===== config.mk =====
export PLATFORM = sky130hd
export DESIGN_NAME = systolic_block_sequencer
export DESIGN_NICKNAME = d
export VERILOG_FILES = /design/src/rtl/systolic_block_sequencer.sv
export SDC_FILE = /design/constraint.sdc
export NUM_CORES = 1
export LEC_CHECK = 0
export ABC_AREA = 1
export CAP_MARGIN = 20
export CORE_MARGIN = 2
export CORE_UTILIZATION = 30
export DETAILED_ROUTE_END_ITERATION = 10
export HOLD_SLACK_MARGIN = 0.03
export REMOVE_ABC_BUFFERS = 1
export SLEW_MARGIN = 20
export SYNTH_ARGS = -nofsm -noshare
export SYNTH_HDL_FRONTEND = slang
export SYNTH_SLANG_ARGS = --single-unit

===== constraint.sdc =====
create_clock -name clk -period 2.6 [get_ports clk]
set_input_delay 0.52 -clock clk [delete_from_list [all_inputs] [get_ports clk]]
set_output_delay 0.52 -clock clk [all_outputs]
set_load 0.01 [all_outputs]

===== src/rtl/systolic_block_sequencer.sv =====
// rtl/systolic_block_sequencer.sv - host-side block sequencer for a 4-bit-lane systolic tile
module systolic_block_sequencer #(
  parameter int LEN_W           = 8,
  parameter int TILE_RST_CYCLES = 2
) (
  input  logic             clk,
  input  logic             rst,
  input  logic             start,
  input  logic [LEN_W-1:0] num_blocks,
  output logic             busy,
  output logic             done,
  input  logic [15:0]      in_col_word,
  input  logic [15:0]      in_row_word,
  input  logic             in_valid,
  output logic             in_ready,
  output logic             tile_rst_n,
  output logic [3:0]       tile_col,
  output logic [3:0]       tile_row,
  output logic             tile_col_ctrl,
  output logic             tile_row_ctrl,
  input  logic [3:0]       tile_col_o,
  input  logic [3:0]       tile_row_o,
  input  logic             tile_col_ctrl_o,
  output logic [15:0]      out_col_word,
  output logic [15:0]      out_row_word,
  output logic             out_valid,
  output logic [LEN_W-1:0] underrun_cnt
);

  localparam int TW = (TILE_RST_CYCLES > 1) ? $clog2(TILE_RST_CYCLES) : 1;
  localparam logic [TW-1:0] TRST_LAST = TW'(TILE_RST_CYCLES - 1);

  typedef enum logic [2:0] {
    S_IDLE,
    S_TRST,
    S_STREAM,
    S_DRAIN,
    S_DONE
  } state_t;

  state_t           state;
  state_t           state_next;
  logic [1:0]       phase;
  logic [TW-1:0]    trst_cnt;

  logic [LEN_W-1:0] nblk_q;
  logic [LEN_W-1:0] accepted_cnt;
  logic [LEN_W-1:0] loaded_cnt;
  logic [LEN_W:0]   loaded_plus1;

  logic             hold_full;
  logic [15:0]      hold_col;
  logic [15:0]      hold_row;

  logic [15:0]      cur_col;
  logic [15:0]      cur_row;
  logic             cur_real;
  logic             cur_last;

  logic [15:0]      ret_col;
  logic [15:0]      ret_row;
  logic             ret_ctrl0;

  logic             load_blk;
  logic             accept;
  logic             load_real;
  logic             load_last;
  logic             streaming;
  logic             active;
  logic [15:0]      src_col;
  logic [15:0]      src_row;
  logic [3:0]       nib_idx;

  // Next state; load_blk marks the edge where the next block enters the shift register
  always_comb begin
    state_next = state;
    load_blk   = 1'b0;
    case (state)
      S_IDLE: begin
        if (start) state_next = S_TRST;
      end
      S_TRST: begin
        if (trst_cnt == TRST_LAST) begin
          if (nblk_q == '0) begin
            state_next = S_DRAIN;
          end else begin
            state_next = S_STREAM;
            load_blk   = 1'b1;
          end
        end
      end
      S_STREAM: begin
        if (phase == 2'd3) begin
          if (cur_last) state_next = S_DRAIN;
          else          load_blk   = 1'b1;
        end
      end
      S_DRAIN: begin
        if (phase == 2'd3) state_next = S_DONE;
      end
      S_DONE: begin
        state_next = S_IDLE;
      end
      default: begin
        state_next = S_IDLE;
      end
    endcase
  end

  // Handshake, block source selection and tile lane drive
  always_comb begin
    busy         = (state != S_IDLE);
    done         = (state == S_DONE);
    in_ready     = busy && !hold_full && (accepted_cnt < nblk_q);
    accept       = in_valid && in_ready;
    // a word arriving on the load edge itself skips the holding register
    load_real    = load_blk && (hold_full || accept);
    src_col      = hold_full ? hold_col : in_col_word;
    src_row      = hold_full ? hold_row : in_row_word;
    loaded_plus1 = {1'b0, loaded_cnt} + {{LEN_W{1'b0}}, 1'b1};
    load_last    = (loaded_plus1 == {1'b0, nblk_q});
    streaming    = (state == S_STREAM);
    active       = streaming || (state == S_DRAIN);
    // phase p addresses bits [15-4p -: 4], MSB nibble first
    nib_idx      = {~phase, 2'b11};
    tile_col     = streaming ? cur_col[nib_idx -: 4] : 4'd0;
    tile_row     = streaming ? cur_row[nib_idx -: 4] : 4'd0;
    tile_col_ctrl = streaming && cur_real &&
                    ((phase == 2'd0) || ((phase == 2'd1) && cur_last));
    tile_row_ctrl = tile_col_ctrl;
  end

  // State register, tile reset timer and block phase (phase follows the tile's block counter)
  always_ff @(posedge clk) begin
    if (rst) begin
      state      <= S_IDLE;
      phase      <= 2'd0;
      trst_cnt   <= '0;
      tile_rst_n <= 1'b0;
    end else begin
      state      <= state_next;
      tile_rst_n <= (state_next != S_TRST);
      phase      <= active ? (phase + 2'd1) : 2'd0;
      trst_cnt   <= (state == S_TRST) ? (trst_cnt + TW'(1)) : '0;
    end
  end

  // Job bookkeeping: holding register, block loader, bubble insertion and counters
  always_ff @(posedge clk) begin
    if (rst) begin
      nblk_q       <= '0;
      accepted_cnt <= '0;
      loaded_cnt   <= '0;
      underrun_cnt <= '0;
      hold_full    <= 1'b0;
      hold_col     <= 16'd0;
      hold_row     <= 16'd0;
      cur_col      <= 16'd0;
      cur_row      <= 16'd0;
      cur_real     <= 1'b0;
      cur_last     <= 1'b0;
    end else if (state == S_IDLE) begin
      if (start) begin
        nblk_q       <= num_blocks;
        accepted_cnt <= '0;
        loaded_cnt   <= '0;
        underrun_cnt <= '0;
        hold_full    <= 1'b0;
        cur_col      <= 16'd0;
        cur_row      <= 16'd0;
        cur_real     <= 1'b0;
        cur_last     <= 1'b0;
      end
    end else begin
      if (accept) accepted_cnt <= accepted_cnt + {{(LEN_W-1){1'b0}}, 1'b1};
      if (load_blk) begin
        hold_full <= 1'b0;
        if (load_real) begin
          cur_col    <= src_col;
          cur_row    <= src_row;
          cur_real   <= 1'b1;
          cur_last   <= load_last;
          loaded_cnt <= loaded_cnt + {{(LEN_W-1){1'b0}}, 1'b1};
        end else begin
          // the tile cannot stall, so an empty slot becomes a bubble block
          cur_col  <= 16'd0;
          cur_row  <= 16'd0;
          cur_real <= 1'b0;
          cur_last <= 1'b0;
          if (underrun_cnt != {LEN_W{1'b1}}) begin
            underrun_cnt <= underrun_cnt + {{(LEN_W-1){1'b0}}, 1'b1};
          end
        end
      end else if (accept) begin
        hold_full <= 1'b1;
        hold_col  <= in_col_word;
        hold_row  <= in_row_word;
      end
    end
  end

  // Return path: gather the previous block's nibbles and publish a word on each phase 3
  always_ff @(posedge clk) begin
    if (rst) begin
      ret_col      <= 16'd0;
      ret_row      <= 16'd0;
      ret_ctrl0    <= 1'b0;
      out_col_word <= 16'd0;
      out_row_word <= 16'd0;
      out_valid    <= 1'b0;
    end else begin
      out_valid <= 1'b0;
      if (active) begin
        ret_col[nib_idx -: 4] <= tile_col_o;
        ret_row[nib_idx -: 4] <= tile_row_o;
        if (phase == 2'd0) ret_ctrl0 <= tile_col_ctrl_o;
        if (phase == 2'd3) begin
          out_col_word <= {ret_col[15:4], tile_col_o};
          out_row_word <= {ret_row[15:4], tile_row_o};
          out_valid    <= ret_ctrl0;
        end
      end
    end
  end

endmodule


# After elaboration in Yosys (flattened, before gate mapping)

Cells that the tools add are included.

Register bits: 172
Bits of input ports: 53
Word-level logic and storage cells: 128
Output and inout port bits: 55

Mux-type cells: 45
$add $sub $neg: 7
Order comparisons: 1
Bitwise logic cells: 6
Equal/unequal tests: 11
Reductions and logical operators: 32
Shift operators: 5

Operator list:

| cell                   | count |
|---|---|
| $mux 16                | 9 |
| $mux 8                 | 10 |
| $shiftx 19x5->4        | 2 |
| $shiftx 4x6->19        | 2 |
| $bwmux 16              | 2 |
| $add 8x1->8 const B    | 3 |
| $shift 4x6->19 const A | 1 |
| $mux 1                 | 15 |
| $mux 3                 | 5 |
| $pmux 3 s4             | 1 |
| $reduce_and 2->1       | 6 |
| $add 8x1->9 const B    | 1 |
| $eq 9x8->1             | 1 |
| $logic_not 8->1        | 1 |
| $lt 8x8->1             | 1 |
| $mux 4                 | 2 |
| $ne 8x8->1 const B     | 1 |
| $reduce_bool 2->1      | 4 |
| $logic_and 1x1->1      | 7 |
| $eq 3x2->1 const B     | 2 |
| $neg 4->6              | 1 |
| $reduce_and 3->1       | 2 |
| $reduce_bool 3->1      | 2 |
| $not 1->1              | 5 |
| other kinds (18)       | 21 |

# Depth between registers and ports, before layout

Gate-level depths: netlist (run 1).

Depth after elaboration: 9
Depth in mapped cells: 13

# Worst setup path before layout (run 1)

No wires, ideal clock.

Path type: flip-flop to output port
Start: register phase[1]
End: output tile_row_ctrl
Data arrival time: 1.872 ns
Slack: 0.208 ns
Stages on the path, launching flop included: 9
Data required time: 2.080 ns
Buffers on the path: 4
Cell sequence: dfxtp_1 clkbuf_1 inv_1 buf_1 ha_1 clkbuf_1 a21oi_1 nor2_1 buf_4

Cells in the longest elaborated chain, start to end: 4
Elaborated cells between the ends (all ways): 5
Those cells by class: 1 x eq/ne; 4 x reduce/logical

Ends and longest elaborated chain:

| what                     | RTL line | text |
|---|---|---|
| start: declaration       | 43       | `logic [1:0] phase;` |
| start signal: assignment | 143      | `phase <= active ? (phase + 2'd1) : 2'd0;` |
| $eq 2x1->1               | 129      | `((phase == 2'd0) \|\| ((phase == 2'd1) && cur_last));` |
| $logic_and 1x1->1        | 129      |  |
| $logic_or 1x1->1 *       | 129      |  |
| $logic_and 1x1->1 *      | 128      | `tile_col_ctrl = streaming && cur_real &&` |
| end: declaration         | 20       | `output logic tile_row_ctrl,` |

Mark *: on every way between the ends. The rest lies on a longest branch, timed or not.

# Worst setup path in the final report (run 1)

Start: register state[2]
End: output tile_col[2]

Cells in the longest elaborated chain, start to end: 2

Ends and longest elaborated chain:

| what                     | RTL line | text |
|---|---|---|
| start: declaration       | 41       | `state_t state;` |
| start signal: assignment | 141      | `state <= state_next;` |
| $eq 3x2->1               | 122      | `streaming = (state == S_STREAM);` |
| $mux 4                   | 126      | `tile_col = streaming ? cur_col[nib_idx -: 4] : 4'd0;` |
| end: declaration         | 17       | `output logic [3:0] tile_col,` |

Every way passes these cells.

==> run_results.csv, run 1 <==
group,metric,value,unit
detailed_routing,antenna_left,0,
setup_path,r2r_start,"nblk_q[7]$_SDFFE_PP0P_",
placement,place_congestion,0.813,
detailed_routing,vias,6872,
setup_path,crit_chain,"inv_1 > nand2_2 > nor2_4 > clkinv_4 > a21oi_1 > clkdlybuf4s50_1",
sta,rsz0062_at_grt,"false",
floorplanning,die_w,160,microns
grt,grt_pass1_vias,6305,
clock_tree,cts_root_buffer,"clkbuf_16",
cells_and_area,fin_util,38.6,%
sta,fmaxAchievable,403,MHz
cells_and_area,instances_no_fill,1459,
setup_path,cp.required,2.08,ns
detailed_routing,routed_wirelength,19800,microns
clock_tree,cts_made_buffers,17,
sta,finalCritPeriodShare,95.4,%
cells_and_area,drive_gt1_share,7.05,%
clock_tree,cts_buffer_depth,2,
clock_tree,path_clk_slew,0.07,ns
logic_synthesis,synth_top_family_by_area,"simple AND/OR/NAND/NOR gates",
clock_tree,cts.sinks,164,
sta,whs,0.451,ns
logic_synthesis,synthMuxAreaShare,0,%
floorplanning,floorplan.initialDensity,30.3,%
setup_path,slowest_delay,0.56,ns
power_and_ir_drop,swShare,26.5,%
grt,antenna_found_initial,0,
logic_synthesis,synth.distinct_cells,34,
sta,final-setup-viol-count,0,
sta,fin_tns_setup,0,ns
power_and_ir_drop,pwr-share-seq,46.9,%
clock_tree,worst_skew_pair.late_latency,0.43,ns
logic_synthesis,avgSynthCellArea,7.06,sq um
logic_synthesis,yosys.area_share.simple,24.8,%
run,cap_violations,0,
logic_synthesis,synth_ff_type,"dfxtp_1",
setup_path,crit_fanout,4,
detailed_routing,drc_errors,0,
placement,port_buffers,107,
setup_path,start_kind,"flip-flop",
logic_synthesis,synth_seq_cells,164,
logic_synthesis,yosysSeqAreaShare,44.8,%
detailed_routing,viasPerCell,4.71,
sta,fin_crit,2.48,ns
logic_synthesis,synth_compound_area_share,18.8,%
setup_path,path_class,"reg -> out",
setup_path,cp-end-kind,"primary output",
placement,place_inst,1423,
grt,grt_max_degree,67,
power_and_ir_drop,p_total,5600,uW
cells_and_area,layout.nets,1189,
placement,dp_hpwl,12800,microns
logic_synthesis,syn_area,7330,sq um
logic_synthesis,synth_edf_count,0,
sta,drv_slew,0,
power_and_ir_drop,power_frac_comb,9.4,%
detailed_routing,first_pass_iters,5,
power_and_ir_drop,p_per_area,600,nW/um^2
logic_synthesis,async_flop_share,0,%
grt,grt_usage,15.7,%
worst_hold_path,worstHoldPathType,"reg -> reg",
worst_hold_path,min_path_cells,2,
clock_tree,htree_levels,4,
worst_hold_path,hp-start,"ret_ctrl0$_SDFFE_PP0P_",
outcome,outcome,"complete, no violations",
setup_path,rrSetupSlack,0.32,ns
power_and_ir_drop,ir_worst_vdd,0.356,mV
floorplanning,ios,108,
clock_tree,cts_tree,"built",
floorplanning,die_area,25700,sq um
detailed_routing,route.detailed.wl_per_inst,13.6,microns
setup_path,r2r_end,"underrun_cnt[0]$_SDFFE_PP0P_",
floorplanning,dieHeight,160,microns
grt,gr-total-overflow,0,
sta,hold_viol,0,
sta,worst_pin_slew,0.614,ns
cells_and_area,diodes,0,
logic_synthesis,synthAdderAreaFrac,2.39,%
sta,relSlewSlack,59.0,%
power_and_ir_drop,p_leak,0.00347,uW
cells_and_area,final_cell_mix,"nand2_1, a21oi_1, dfxtp_1",
detailed_routing,drt-initial-drc-count,403,
floorplanning,core-area,24200,sq um
logic_synthesis,synth_xor_xnor_area_share,0.598,%
setup_path,cp_slowest_cell,"clkdlybuf4s50_1",
power_and_ir_drop,clockPowerShare,43.7,%
logic_synthesis,ys.warnings.count,0,
floorplanning,rows,57,
cells_and_area,final_common_cell,"nand2_1",
worst_hold_path,holdPathEnd,"out_valid$_SDFF_PP0_",
power_and_ir_drop,p_int,4120,uW
grt,grt_pass1_wl,32800,microns
setup_path,worst_ep_arrival_time,1.96,ns
setup_path,reg2reg_depth,14,
power_and_ir_drop,netSwitchingPower,1480,uW
cells_and_area,areaGrowthSynthToFinish,27.3,%
sta,skew,0.0133,ns
logic_synthesis,syn_inst,1038,
## layout make-up
class | count | area (sq um)
Timing Repair inverter | 1 | 8.76
Inverter | 89 | 342
Timing Repair Buffer | 128 | 1280
Fill cell | 2550 | 14800
Clock buffer | 19 | 433
Multi-Input combinational cell | 721 | 3450
Clock inverter | 13 | 124
Tap cell | 324 | 405
Sequential cell | 164 | 3290
## critical path, delay by kind of cell (launching register included)
family / cells / cell delay (ns)
buf+inv: 3 / 0.78
flops: 1 / 0.32
simple gates: 2 / 0.30
compound gates: 1 / 0.14
## routing by layer
layer	share of wire, %	vias up	GRT usage, %	wire, microns
li1	-	3590	-	-
met1	49	3148	21.4	9710
met5	0	-	0	0
met2	46	115	25.2	9120
met3	3.5	19	2.86	687
met4	1.5	0	4.55	289
## power groups by stage
stage | Combinational [uW] | Sequential, uW | Clock [uW]
after floorplan | 258 | 2690 | 0
after global placement | 522 | 2680 | 0
after detailed placement | 526 | 2680 | 0
after CTS | 533 | 2630 | 2510
after global routing | 597 | 2630 | 2600
final | 526 | 2630 | 2450
## worst max-delay path by stage
stage | endpoint | from | cells past startpoint
after floorplan | loaded_cnt[2]$_SDFFE_PP0P_ | phase[0]$_SDFF_PP0_ | 7
final | tile_col[2] | state[2]$_SDFF_PP0_ | 6
after detailed placement | tile_row[1] | state[2]$_SDFF_PP0_ | 6
after global routing | tile_col[0] | phase[0]$_SDFF_PP0_ | 6
after global placement | tile_col[3] | state[2]$_SDFF_PP0_ | 6
after CTS | tile_row[0] | state[2]$_SDFF_PP0_ | 6
## state kept, by name (all words and copies together), names as in the netlist, 12 cells and up
register      flops
ret_col          12
cur_row          16
cur_col          16
hold_row         16
ret_row          12
out_col_word     16
hold_col         16
out_row_word     16
## cells in the mapped netlist (2+ instances only)
library cell / number / area share, %
dfxtp_1: 164 / 45
or3_1: 3 / 0.26
buf_2: 7 / 0.48
o21ai_0: 90 / 6.1
nand2_2: 3 / 0.26
nand4_1: 10 / 0.85
nor3_1: 12 / 0.82
buf_6: 2 / 0.31
nand2_1: 227 / 12
nor2_2: 3 / 0.26
clkbuf_1: 45 / 2.3
xnor2_1: 3 / 0.36
a31oi_1: 4 / 0.34
inv_1: 80 / 4.1
inv_2: 8 / 0.41
nand3_1: 76 / 5.2
nor2_1: 86 / 4.4
xor2_1: 2 / 0.24
buf_1: 3 / 0.15
ha_1: 14 / 2.4
or4_1: 2 / 0.20
nor3b_1: 2 / 0.20
o21ai_1: 5 / 0.34
a211oi_1: 4 / 0.41
a21oi_1: 168 / 11
buf_4: 7 / 0.72
## cell families (layout without fill, tap and decap cells)
group | Yosys count | count (layout)
buffers and inverters | 153 | 250
xor gates and xnor gates | 5 | 5
adders and majority gates | 14 | 14
and+or+nand+nor | 430 | 430
DFF | 164 | 164
AOI/OAI and AO/OA | 272 | 272
## stage by stage
step / worst slack (ns) / instance area, sq um
2_1_floorplan: -0.325 / 7040
3_3_place_gp: 0.120 / 8680
3_5_place_dp: 0.0759 / 8680
4_1_cts: -0.0354 / 9290
5_1_grt: 0.0212 / 9330
6_report: 0.119 / 9330
## repair_timing
item	4_1_cts	5_1_grt
cloned	1	0
gates resized for setup	15	14
setup buffers	1	2
hold buffers	0	0
setup endpoints to repair	11	10
endpoints found under the hold margin	0	0
pin swaps	1	0
No activity file was read; power rests on OpenSTA's default activity.
==> inputs of run 2 (changes only) <==
--- a/config.mk
+++ b/config.mk
@@ -11,7 +11,6 @@
 export CORE_UTILIZATION = 30
 export DETAILED_ROUTE_END_ITERATION = 10
 export HOLD_SLACK_MARGIN = 0.03
-export REMOVE_ABC_BUFFERS = 1
 export SLEW_MARGIN = 20
 export SYNTH_ARGS = -nofsm -noshare
 export SYNTH_HDL_FRONTEND = slang
==> run_results.csv, run 2 (synthesis gave the netlist of run 1 again) <==
group,metric,value,unit
outcome,outcome,"complete, no violations",
clock_tree,htree_levels,4,
sta,fmaxAchievable,399,MHz
detailed_routing,first_pass_iters,5,
logic_synthesis,syn-num-nets,1105,
placement,place_congestion,0.805,
sta,finalCritPeriodShare,96.4,%
grt,grt_pass1_wl,31600,microns
sta,relSlewSlack,58.3,%
setup_path,endpoint,"tile_row[1]",
cells_and_area,layout.nets,1189,
sta,worst_pin_slew,0.626,ns
cells_and_area,final_cell_mix,"nand2_1, a21oi_1, dfxtp_1",
power_and_ir_drop,p_leak,0.00340,uW
grt,met2_usage,23.8,%
setup_path,setup.worst_path.start,"state[1]$_SDFF_PP0_",
grt,antenna_found_initial,0,
setup_path,crit_fanout,5,
clock_tree,postCtsHoldBufs,0,
sta,skew,0.0147,ns
floorplanning,ios,108,
run,cap_violations,0,
grt,grt_usage,15.1,%
clock_tree,cts.sinks,164,
sta,final-setup-viol-count,0,
grt,gr-usage-met1,20.8,%
grt,grt_max_degree,67,
power_and_ir_drop,p_per_area,611,nW/um^2
detailed_routing,antenna_left,0,
sta,fin_tns_setup,0,ns
setup_path,r2r_start,"nblk_q[7]$_SDFFE_PP0P_",
setup_path,worst_ep_arrival_time,1.99,ns
clock_tree,cts_root_buffer,"clkbuf_16",
cells_and_area,instances_no_fill,1459,
grt,gr-total-overflow,0,
detailed_routing,route.detailed.wl_per_inst,13.2,microns
setup_path,r2r_end,"underrun_cnt[5]$_SDFFE_PP0P_",
detailed_routing,viasPerCell,4.72,
detailed_routing,drc_errors,0,
floorplanning,core-area,24200,sq um
setup_path,path_class,"reg -> out",
cells_and_area,finish.instance_area,9340,sq um
sta,rsz0062_at_grt,"false",
detailed_routing,drt-initial-drc-count,499,
cells_and_area,drive_gt1_share,6.96,%
sta,hold_viol,0,
placement,place_inst,1426,
floorplanning,die_area,25700,sq um
clock_tree,path_clk_slew,0.07,ns
clock_tree,worst_skew_pair.late_latency,0.43,ns
grt,grt_pass1_vias,6258,
placement,dp_hpwl,12900,microns
placement,placed_cell_area,8710,sq um
clock_tree,cts_buffer_depth,2,
sta,whs,0.284,ns
power_and_ir_drop,ir_worst_vdd,0.346,mV
power_and_ir_drop,p_total,5710,uW
worst_hold_path,worstHoldPathType,"in -> reg",
setup_path,rrSetupSlack,0.42,ns
setup_path,reg2reg_depth,13,
floorplanning,dieHeight,160,microns
floorplanning,floorplan.initialDensity,30.3,%
cells_and_area,final_common_cell,"nand2_1",
setup_path,start_kind,"flip-flop",
setup_path,cp.required,2.08,ns
cells_and_area,diodes,0,
grt,grt-busiest-layer,"met2",
setup_path,cp-end-kind,"primary output",
cells_and_area,areaGrowthSynthToFinish,27.4,%
clock_tree,cts_made_buffers,17,
placement,port_buffers,107,
floorplanning,die_w,160,microns
clock_tree,cts_tree,"built",
detailed_routing,routed_wirelength,19300,microns
floorplanning,rows,57,
sta,drv_slew,0,
sta,fin_crit,2.51,ns
detailed_routing,vias,6883,
grt,met3_usage,2.44,%
==> run 2: metal layers <==
layer / vias up / wire length (microns)
met3: 23 / 743
met1: 3135 / 9490
met2: 133 / 8740
li1: 3592 / -
met4: 0 / 359
met5: - / 0
==> run 2: worst max-delay path, cell delays in order, from the launching register on <==
cell and delay (ns):
dfxtp_1 0.38, nand2_2 0.11, nor2_4 0.21, clkinv_4 0.14, a21oi_1 0.15, clkdlybuf4s50_1 0.56
==> run 2: repair_timing <==
action | CTS | global route
cloned | 1 | 0
gates resized for setup | 9 | 10
pin swaps | 0 | 1
endpoints found under the setup margin | 11 | 11
setup buffers | 0 | 0
==> run 2: power breakdown <==
part | internal (uW) | switching (uW)
Clock | 1460 | 1100
Combinational | 199 | 325
Sequential | 2580 | 40.6
Total | 4240 | 1460
==> run 2: final cells by class <==
cell class                      count  area, sq um
Tap cell                          324          405
Multi-Input combinational cell    721         3440
Clock inverter                     13          148
Timing Repair Buffer              128         1270
Clock buffer                       19          443
Sequential cell                   164         3290
Inverter                           89          339
Fill cell                        2546        14800
Timing Repair inverter              1         6.26
==> run 2: per-stage QoR <==
step / setup slack, ns / utilization (%)
after floorplan: 0.208 / -
after global placement: 0.202 / 36.0
after detailed placement: 0.203 / 36.0
after CTS: 0.00405 / 38.6
after global routing: 0.00111 / 38.6
final: 0.0944 / 38.6
==> run 2: worst min-delay path by stage <==
stage | cells past startpoint | endpoint | slack (ns) | start
final | 2 | out_col_word[3]$_SDFFE_PP0P_ | 0.28 | rst
after global routing | 2 | out_col_word[3]$_SDFFE_PP0P_ | 0.28 | rst
after CTS | 2 | out_col_word[3]$_SDFFE_PP0P_ | 0.27 | rst
after detailed placement | 1 | trst_cnt$_SDFF_PP0_ | 0.44 | trst_cnt$_SDFF_PP0_
after global placement | 2 | out_valid$_SDFF_PP0_ | 0.44 | ret_ctrl0$_SDFFE_PP0P_
after floorplan | 1 | trst_cnt$_SDFF_PP0_ | 0.42 | trst_cnt$_SDFF_PP0_
==> inputs of run 3 (changes only) <==
--- a/config.mk
+++ b/config.mk
@@ -8,9 +8,10 @@
 export ABC_AREA = 1
 export CAP_MARGIN = 20
 export CORE_MARGIN = 2
-export CORE_UTILIZATION = 30
+export CORE_UTILIZATION = 52
 export DETAILED_ROUTE_END_ITERATION = 10
 export HOLD_SLACK_MARGIN = 0.03
+export PLACE_DENSITY = 0.77
 export SLEW_MARGIN = 20
 export SYNTH_ARGS = -nofsm -noshare
 export SYNTH_HDL_FRONTEND = slang
==> run_results.csv, run 3 (synthesis gave the netlist of run 1 again) <==
group,metric,value,unit
sta,fmaxAchievable,399,MHz
cells_and_area,fillers,1250,
logic_synthesis,syn-num-nets,1105,
detailed_routing,routed_wirelength,17100,microns
clock_tree,cts.sinks,164,
grt,grt_pass1_vias,5812,
cells_and_area,final_common_cell,"nand2_1",
sta,relSlewSlack,50.6,%
cells_and_area,final_cell_mix,"nand2_1, a21oi_1, dfxtp_1",
floorplanning,ios,108,
setup_path,path_class,"reg -> out",
detailed_routing,viasPerCell,5.24,
worst_hold_path,worstHoldPathType,"reg -> reg",
setup_path,reg2reg_depth,13,
clock_tree,cts_tree,"built",
setup_path,cp.required,2.08,ns
floorplanning,floorplan.initialDensity,53.0,%
setup_path,start_kind,"flip-flop",
floorplanning,core-area,13800,sq um
cells_and_area,instances_no_fill,1312,
cells_and_area,drive_gt1_share,6.63,%
detailed_routing,drc_errors,0,
placement,placed_cell_area,8480,sq um
clock_tree,cts_buffer_depth,2,
floorplanning,die_w,123,microns
detailed_routing,route.detailed.wl_per_inst,13.0,microns
floorplanning,dieHeight,123,microns
grt,gr-total-overflow,0,
sta,finalCritPeriodShare,96.5,%
detailed_routing,vias,6877,
floorplanning,rows,43,
setup_path,crit_fanout,5,
sta,skew,0.00820,ns
clock_tree,htree_levels,4,
cells_and_area,layout.nets,1186,
setup_path,cp-end-kind,"primary output",
grt,grt_usage,23.4,%
grt,grt_max_degree,67,
clock_tree,cts_made_buffers,17,
floorplanning,die_area,15100,sq um
cells_and_area,areaGrowthSynthToFinish,24.8,%
cells_and_area,finish.instance_area,9140,sq um
outcome,outcome,"complete, no violations",
placement,place_inst,1278,
sta,hold_viol,0,
power_and_ir_drop,p_per_area,625,nW/um^2
sta,drv_slew,0,
placement,place_congestion,0.834,
placement,dp_hpwl,11200,microns
worst_hold_path,min_path_cells,2,
run,cap_violations,0,
power_and_ir_drop,p_leak,0.00346,uW
sta,worst_pin_slew,0.740,ns
cells_and_area,diodes,0,
detailed_routing,drt-initial-drc-count,606,
placement,port_buffers,107,
clock_tree,cts_root_buffer,"clkbuf_16",
grt,grt_pass1_wl,28200,microns
grt,antenna_found_initial,0,
detailed_routing,first_pass_iters,5,
cells_and_area,fin_util,66.1,%
power_and_ir_drop,ir_worst_vdd,0.468,mV
setup_path,worst_ep_arrival_time,1.99,ns
sta,fin_crit,2.51,ns
clock_tree,worst_skew_pair.late_latency,0.43,ns
sta,rsz0062_at_grt,"false",
sta,final-setup-viol-count,0,
sta,fin_tns_setup,0,ns
clock_tree,path_clk_slew,0.06,ns
detailed_routing,antenna_left,0,
-- run 3: critical path: stages (launching register included) --
cell             delay, ns
dfxtp_1               0.36
nand2_1               0.15
nor2_4                0.19
clkinv_2              0.15
a21oi_2               0.15
clkdlybuf4s50_1       0.55
-- run 3: stage by stage --
stage          setup slack [ns]  hold slack, ns  power [uW]
2_1_floorplan             0.208           0.424        2990
4_1_cts                  0.0329           0.457        5740
3_3_place_gp              0.242           0.439        3170
5_1_grt                 0.00995           0.474        5920
6_report                 0.0915           0.457        5720
3_5_place_dp              0.219           0.446        3180
-- run 3: metal layers --
metal	vias to the layer above	track usage, %	share of wire, %
li1	3571	-	-
met5	-	0	0
met4	0	6.54	1.1
met3	18	4.93	5.0
met2	167	36.1	45
met1	3121	33.0	49
-- run 3: final cells by class --
cell class	count	area (sq um)	share of cell area (%)
clock buffers	21	460	5.04
repair buffers	125	1240	13.5
multi-input cells	721	3440	37.6
clock inverters	11	150	1.64
repair inverters	1	3.75	0.0411
inverters	89	338	3.69
flip-flops and latches	164	3290	36.0
well taps	180	225	2.46
-- run 3: power by group --
part	total [uW]	leakage [uW]	internal, uW	switching [uW]
clock network	2590	0.000294	1570	1020
logic	502	0.00184	190	312
registers	2630	0.00133	2590	42.8
-- run 3: what timing repair did --
action,4_1_cts,5_1_grt
gates cloned,1,0
hold buffers,0,0
gates resized for setup,8,15
pin swaps,0,1
setup endpoints to repair,11,11
buffers inserted,0,1
-- run 3: worst paths after layout --
path	from	endpoint	slack (ns)
worst min register to register	ret_ctrl0$_SDFFE_PP0P_	out_valid$_SDFF_PP0_	0.46
worst max-delay path	state[1]$_SDFF_PP0_	tile_col[0]	0.09
worst min-delay path	ret_ctrl0$_SDFFE_PP0P_	out_valid$_SDFF_PP0_	0.46
worst max register to register	nblk_q[7]$_SDFFE_PP0P_	underrun_cnt[1]$_SDFFE_PP0P_	0.39
